`config.mk`:
```
export PLATFORM = sky130hd
export DESIGN_NAME = bayer_gs_pipe
export DESIGN_NICKNAME = d
export VERILOG_FILES = /design/src/rtl/bayer_gs_pipe.sv
export SDC_FILE = /design/constraint.sdc
export NUM_CORES = 1
export LEC_CHECK = 0
export ABC_AREA = 1
export BUFFER_PORTS_ARGS = -buffer_cell sky130_fd_sc_hd__buf_4
export CORE_ASPECT_RATIO = 2
export CORE_UTILIZATION = 61
export DETAILED_ROUTE_END_ITERATION = 6
export GPL_TIMING_DRIVEN = 0
export PLACE_DENSITY = 0.77
export SETUP_SLACK_MARGIN = 0.4
export SYNTH_ARGS = -nofsm -noshare
export SYNTH_HDL_FRONTEND = slang
export SYNTH_SLANG_ARGS = --single-unit
```
`constraint.sdc`:
```
create_clock -name clk -period 5.1 [get_ports clk]
set_input_delay 0.765 -clock clk [delete_from_list [all_inputs] [get_ports clk]]
set_output_delay 0.765 -clock clk [all_outputs]
set_load 0.005 [all_outputs]
```
`src/rtl/bayer_gs_pipe.sv`:
```
// bayer_gs_pipe: 2x2 Bayer window to greyscale, decimated or full-rate; GS_BLACKLVL_EN adds black-level clamp
module bayer_gs_pipe #(
  parameter int DW     = 12,
  parameter int CW     = 11,
  parameter int WIDTH  = 1280,
  parameter int HEIGHT = 960
) (
  input  logic          clk,
  input  logic          rst,
  input  logic [DW-1:0] data_in_1,
  input  logic [DW-1:0] data_in_2,
  input  logic          in_valid,
  input  logic          in_sof,
  input  logic          mode,
  input  logic [DW-1:0] black_lvl,
  output logic [DW-1:0] gs_out,
  output logic          out_valid,
  output logic [CW-1:0] x_out,
  output logic [CW-1:0] y_out,
  output logic          out_sof,
  output logic          out_eof,
  output logic          sync_err
);
  typedef enum logic {WAIT_SOF, ACTIVE} state_t;
  state_t        state_q, state_d;
  logic [CW-1:0] col_q, row_q, col_d, row_d, pc, pr, x_d, y_d, x1_q, y1_q;
  logic          mode_q, mode_d, acc, eol, last, emit_d, err_d, ended_q;
  logic [DW-1:0] p00_q, p01_q, p10_q, p11_q;
  logic          v1_q, sof1_q, eof1_q, err1_q, ph1_q, m1_q;
  logic [DW+2:0] s_diag, s_anti, wide;
  logic [DW-1:0] res, gs_d;
  logic          unused_hi;

  // position of the incoming pair (a sof pair is always (0,0)) and what it will emit
  always_comb begin
    acc     = in_valid & (in_sof | (state_q == ACTIVE));
    pc      = in_sof ? '0 : col_q;
    pr      = in_sof ? '0 : row_q;
    mode_d  = in_sof ? mode : mode_q;
    eol     = pc == CW'(WIDTH - 1);
    last    = eol & (pr == CW'(HEIGHT - 1));
    col_d   = eol ? '0 : pc + CW'(1);
    row_d   = eol ? pr + CW'(1) : pr;
    state_d = last ? WAIT_SOF : ACTIVE;
    emit_d  = acc & (mode_d ? (pc != '0) & (pr != '0) : pc[0] & pr[0]);
    x_d     = mode_d ? pc - CW'(1) : pc >> 1;
    y_d     = mode_d ? pr - CW'(1) : pr >> 1;
    err_d   = in_valid & (in_sof ? state_q == ACTIVE : (state_q == WAIT_SOF) & ended_q);
  end

  // frame tracking, window shift and first pipeline stage; ended_q flags a frame closed without a fresh sof
  always_ff @(posedge clk or negedge rst) begin
    if (!rst) begin
      state_q <= WAIT_SOF;
      col_q   <= '0;
      row_q   <= '0;
      mode_q  <= 1'b0;
      ended_q <= 1'b0;
      p00_q   <= '0;
      p01_q   <= '0;
      p10_q   <= '0;
      p11_q   <= '0;
      v1_q    <= 1'b0;
      sof1_q  <= 1'b0;
      eof1_q  <= 1'b0;
      err1_q  <= 1'b0;
      ph1_q   <= 1'b0;
      m1_q    <= 1'b0;
      x1_q    <= '0;
      y1_q    <= '0;
    end else begin
      if (acc) begin
        state_q <= state_d;
        col_q   <= col_d;
        row_q   <= row_d;
        mode_q  <= mode_d;
        ended_q <= last;
        p00_q   <= p01_q;
        p10_q   <= p11_q;
        p01_q   <= data_in_2;
        p11_q   <= data_in_1;
      end else if (in_valid) begin
        ended_q <= 1'b0;
      end
      v1_q   <= emit_d;
      sof1_q <= emit_d & (pc == CW'(1)) & (pr == CW'(1));
      eof1_q <= emit_d & last;
      err1_q <= err_d;
      ph1_q  <= pc[0] ^ pr[0];
      m1_q   <= mode_d;
      x1_q   <= x_d;
      y1_q   <= y_d;
    end
  end

  // window arithmetic in DW+3 bits so the x3 weights cannot overflow before the shift
  always_comb begin
    s_diag = (DW+3)'(p00_q) + (DW+3)'(p11_q);
    s_anti = (DW+3)'(p01_q) + (DW+3)'(p10_q);
    wide   = !m1_q ? (s_diag + s_anti) >> 2 :
             ph1_q ? (s_diag + (s_anti << 1) + s_anti) >> 3 :
                     ((s_diag << 1) + s_diag + s_anti) >> 3;
    res    = wide[DW-1:0];
`ifdef GS_BLACKLVL_EN
    gs_d   = (res > black_lvl) ? res - black_lvl : '0;
`else
    gs_d   = res;
`endif
  end

  assign unused_hi = ^{wide[DW+2:DW], black_lvl};

  // output register stage; data holds its last value while out_valid is low
  always_ff @(posedge clk or negedge rst) begin
    if (!rst) begin
      gs_out    <= '0;
      x_out     <= '0;
      y_out     <= '0;
      out_valid <= 1'b0;
      out_sof   <= 1'b0;
      out_eof   <= 1'b0;
      sync_err  <= 1'b0;
    end else begin
      out_valid <= v1_q;
      out_sof   <= sof1_q;
      out_eof   <= eof1_q;
      sync_err  <= err1_q;
      if (v1_q) begin
        gs_out <= gs_d;
        x_out  <= x1_q;
        y_out  <= y1_q;
      end
    end
  end
endmodule

```
# Yosys cells after proc, flatten, opt, wreduce, memory -nomap -nowiden
# Index checks and enable logic that the tools add are counted.
# totals
ff_bits	139
out_inout_bits	38
elab_cells	69
# op_classes
n_reduce_logical	3
eq_ne	4
bitwise	13
mux	14
n_addsub	11
# op_table
op	count
$mux W11	6
$add A15 B13 Y15	2
$add A12 B12 Y13	2
$mux W12	2
$add A11 B1 Y11 const B	2
$eq A11 B1 Y1 const B	2
$reduce_bool A11 Y1	2
$sub A11 B1 Y11 const B	2
$add A13 B14 Y15	1
$add A14 B13 Y15	1
$add A13 B13 Y14	1
$eq A11 B10 Y1 const B	1
$eq A11 B11 Y1 const B	1
$and A1 B1 Y1	10
$mux W1	6
$reduce_bool A2 Y1	1
$not A1 Y1	1
$or A1 B1 Y1	1
$xor A1 B1 Y1	1

# Depth between registers and ports, before layout
# depth
depth_word	7
mapped_depth	27
depth_no_buf	27

# Least setup slack after synthesis
# No wires, ideal clock.
# synth_path
kind	reg2reg
startpoint	register p11_q[0]
endpoint	register gs_out[10]
path_slack_ns	1.394
synth_period_minus_slack_ns	3.706
path_stages_with_launch	22
n_path_buf	0
arrival_ns	3.584
setup_ns	0.122
path_cell_list	dfrtp_1 ha_1 inv_1 fa_1 inv_1 nand3_1 nand2_1 nand2_1 nand2_1 xor2_1 inv_1 fa_1 inv_1 ha_1 a21oi_1 o21ai_0 a211oi_1 nand3b_1 nand3_1 nand2_1 a21oi_1 a21oi_1
# synth_via
elab_chain_len	5
word_cells_on_any_way	8
cone_classes	add/sub: 6; mux: 2
# synth_rtl
item	line	rtl
start, declared	28	logic [DW-1:0] p00_q, p01_q, p10_q, p11_q;
start signal, assigned	81	p11_q <= data_in_1;
$add A12 B12 Y13 (*)	98	s_diag = (DW+3)'(p00_q) + (DW+3)'(p11_q);
$add A14 B13 Y15 or $add A13 B14 Y15 (tied branches)	102, 101	
$add A15 B13 Y15, on equally long branches	102, 101	
$mux W12	101	ph1_q ? (s_diag + (s_anti << 1) + s_anti) >> 3 :
$mux W12 (*)	100	wide = !m1_q ? (s_diag + s_anti) >> 2 :
end signal, assigned	129	gs_out <= gs_d;
end, declared	16	output logic [DW-1:0] gs_out,
# Every way passes the cells marked *; elsewhere a longest branch is shown, timed or not.
# A chain may end at the register's enable or synchronous reset.

# Final worst setup path
# layout_path
startpoint	register p01_q[0]
endpoint	register gs_out[3]
# layout_via
elab_chain_len	5
word_cells_on_any_way	7
cone_classes	add/sub: 5; mux: 2
# layout_rtl
item	line	rtl
start, declared	28	
start signal, assigned	80	p01_q <= data_in_2;
$add A12 B12 Y13 (*)	99	s_anti = (DW+3)'(p01_q) + (DW+3)'(p10_q);
$add A13 B14 Y15	101	
$add A15 B13 Y15	101	
$mux W12	101	
$mux W12 (*)	100	
# Marks and branches as above.

==> reports/qor.yml <==
status:
  outcome: "complete, no violations"
cts:
  hold_buffers: 0
  clock_latency_ps: 430
  numCtsBuffers: 17
  ctsRootBufferMaster: "clkbuf_16"
  htree_levels: 4
  clock_sinks: 139
  postCtsSetupBuffers: 0
  cts.repair.resized: 0
  clkTransAtPathRegs_ps: 60
  clockBufferDepth: 2
  cts_tree: "yes"
final_layout:
  n_fill_cell: 1274
  drive_gt1_frac: 0.105
  nets: 1520
  final_cells: 1596
  area_growth_pct: 15.0
  n_antenna_cell: 0
timing:
  tns_ps: 0
  whs_ps: 246
  fmax_mhz: 222
  tightestPinTransition_ps: 1140
  setup_viol: 0
  slew-limit-headroom: 0.231
  finalMaxSlewViolations: 0
  rsz0062_at_grt: "yes"
  finalHoldViolations: 0
  timing.final.crit_period_ps: 4510
  period_share: 0.885
  fin_skew_ps: 10.5
synthesis:
  synth_fp_nets: 1433
  yosys.area_share.adder: 0.134
  synth-async-reset-ratio: 1.00
  synthTopCellsByCount: "nand2_1, inv_1, dfrtp_1, nor2_1, a21oi_1"
  synthXorXnorAreaFrac: 0.0497
  synth.distinct_cells: 45
  yosysTopAreaCell: "dfrtp_1"
  synth-compound-area-share: 0.117
  synth_area_um2: 9720
  synth_edf_count: 0
  synth_top_family_by_area: "simple AND/OR/NAND/NOR gates"
  synth_ff_type: "dfrtp_1"
  yosys-top-cells-area: "dfrtp_1, nand2_1, ha_1"
  yosys.area.top_type_share: 0.358
  postSynthCellCount: 1299
  synth-seq-cells: 139
  synth-seq-area-share: 0.358
  yosys.area_share.simple: 0.267
  muxShareOfSynthArea: 0
  synth.most_common_cell: "nand2_1"
  synth_warnings: 0
  synth_area_per_cell_um2: 7.48
floorplan:
  start_util: 0.629
  die_x_um: 91.2
  die_h_um: 180
  rows: 64
  die-area_um2: 16500
  core-area_um2: 15500
  ioPinCount: 79
worst_setup_path:
  critPathTopFamily: "adder cells"
  required_ps: 5450
  crit_type: "flip-flop to flip-flop"
  cp-end-kind: "flip-flop"
  start_kind: "flip-flop"
  cpMaxStageDelayCell: "fa_1"
  critPathBufInv: 4
  crit_path_frequent_cell: "inv_1"
  path_cells: "ha_1 > inv_1 > fa_1 > inv_1 > nand2_1 > nand2_1 > and2_1 > xor2_1 > inv_1 > fa_1 > inv_1 > ha_1 > a21oi_1 > o21ai_0 > a21oi_1 > xor2_1 > o211ai_1 > o311ai_0 > nand2_1"
  worstPathMaxFanout: 5
  critical_path_arrival_ps: 4870
  cpPeakStageDelay_ps: 540
power:
  leakagePower_nw: 5.93
  p_int_mw: 3.59
  power.density_nw_per_um2: 617
  power.share.combinational: 0.604
  seqPwrFrac: 0.200
  p_sw_mw: 3.30
  pwr-share-clk: 0.196
  swShare: 0.479
  max-vdd-ir-drop_mv: 0.303
detailed_routing:
  antenna_left: 0
  drtIter0Drc: 358
  drt-wirelength-per-cell_um: 18.4
  drc_errors: 0
  dr.pass1.iters: 5
  vias: 8976
  via_per_inst: 5.62
  routed_wl_mm: 29.4
place:
  placed_cells_incl_taps: 1564
  dp_hpwl_mm: 23.1
  io_buffer_count: 66
  place_congestion: 0.978
global_routing:
  first_global_vias: 9318
  grt_max_degree: 96
  grt_usage: 0.375
  antenna_found_initial: 1
  globalRoute.totalOverflow: 0
  grt_pass1_wl_mm: 46.0
hold_path:
  worstHoldPathType: "input pin to asynchronous set/reset pin"
flow_run:
  max_cap_violations: 0
## kinds of logic after synthesis
logic type / after synthesis
fa+ha+maj: 93
flops: 139
compound gates: 206
buf+inv: 190
simple gates: 618
xor+xnor: 53
## placed cells by master (no fill, tap or decap), types with 5 or more instances in the layout
master     Yosys  final
fa_1          19     19
nand2_2        7      7
o21ai_0       63     62
xor2_1        36     33
o21ai_1       10     11
xnor2_1       16     16
a31oi_1        8      8
nor3_1        19     18
dfrtp_1      139    139
buf_4          0     65
ha_1          74     74
clkbuf_1      19     21
o22ai_1       11     11
inv_1        150    150
o21bai_1       7      7
a21o_1         9      9
bufinv_16      0      5
nor2_1        91     91
buf_2          8      8
nand2_1      408    408
a21oi_1       86     85
inv_2         10     10
clkbuf_16      0     17
nand4_1       18     18
nand3_1       54     54
## state kept, by name, summed over array words and instances (netlist names), 11 cells and up
| signal | count |
|---|---|
| gs_out | 12 |
| p00_q | 12 |
| p01_q | 12 |
| p10_q | 12 |
| p11_q | 12 |
| col_q | 11 |
| row_q | 11 |
| x1_q | 11 |
| x_out | 11 |
| y1_q | 11 |
| y_out | 11 |
## worst paths after layout
path	cells past startpoint	endpoint	start	slack, ps
min reg2reg	0	out_eof	eof1_q	360
max in group asynchronous	2	gs_out[9]	rst	4040
max	19	gs_out[3]	p01_q[0]	590
min	1	err1_q	rst	250
max reg2reg	19	gs_out[3]	p01_q[0]	590
min in group clk	0	out_eof	eof1_q	360
## layer usage
layer,track usage,share of wire
met4,0.335,0.10
met1,0.315,0.32
met5,0,0.00044
met3,0.0890,0.044
met2,0.703,0.54
## metrics by stage
stage / setup slack (ps) / util / power, mW / instance area, um^2
6_report: 588 / 0.723 / 6.89 / 11200
5_1_grt: 353 / 0.723 / 7.36 / 11200
4_1_cts: 641 / 0.720 / 6.73 / 11100
3_5_place_dp: 663 / 0.679 / 5.35 / 10500
3_3_place_gp: 696 / 0.677 / 5.28 / 10500
2_1_floorplan: 1390 / - / 4.12 / 9720
## worst reg2reg max path, cell delays in order (launching register included)
cell      delay, ps
dfrtp_1         380
ha_1            180
inv_1            60
fa_1            400
inv_1           150
nand2_1          60
nand2_1          80
and2_1          160
xor2_1          390
inv_1           130
fa_1            540
inv_1            50
ha_1            360
a21oi_1         270
o21ai_0         170
a21oi_1         200
xor2_1           90
o211ai_1        190
o311ai_0        410
nand2_1         170
## area by class of cell
class / count / area, um^2 / share of cell area
Multi-Input combinational cell: 970 / 5550 / 0.497
Sequential cell: 139 / 3480 / 0.311
Inverter: 163 / 613 / 0.0549
Timing Repair Buffer: 68 / 534 / 0.0478
Clock buffer: 20 / 447 / 0.0400
Tap cell: 198 / 248 / 0.0222
Clock inverter: 11 / 194 / 0.0174
Buffer: 27 / 111 / 0.00997
## power groups by stage
| stage | sequential, mW | clock (mW) | combinational, mW |
|---|---|---|---|
| floorplan | 1.37 | 0 | 2.74 |
| global placement | 1.39 | 0 | 3.89 |
| detailed placement | 1.39 | 0 | 3.96 |
| CTS | 1.38 | 1.36 | 3.99 |
| global route | 1.40 | 1.40 | 4.56 |
| finish | 1.38 | 1.35 | 4.17 |
Power figures use the tool's default switching activity.
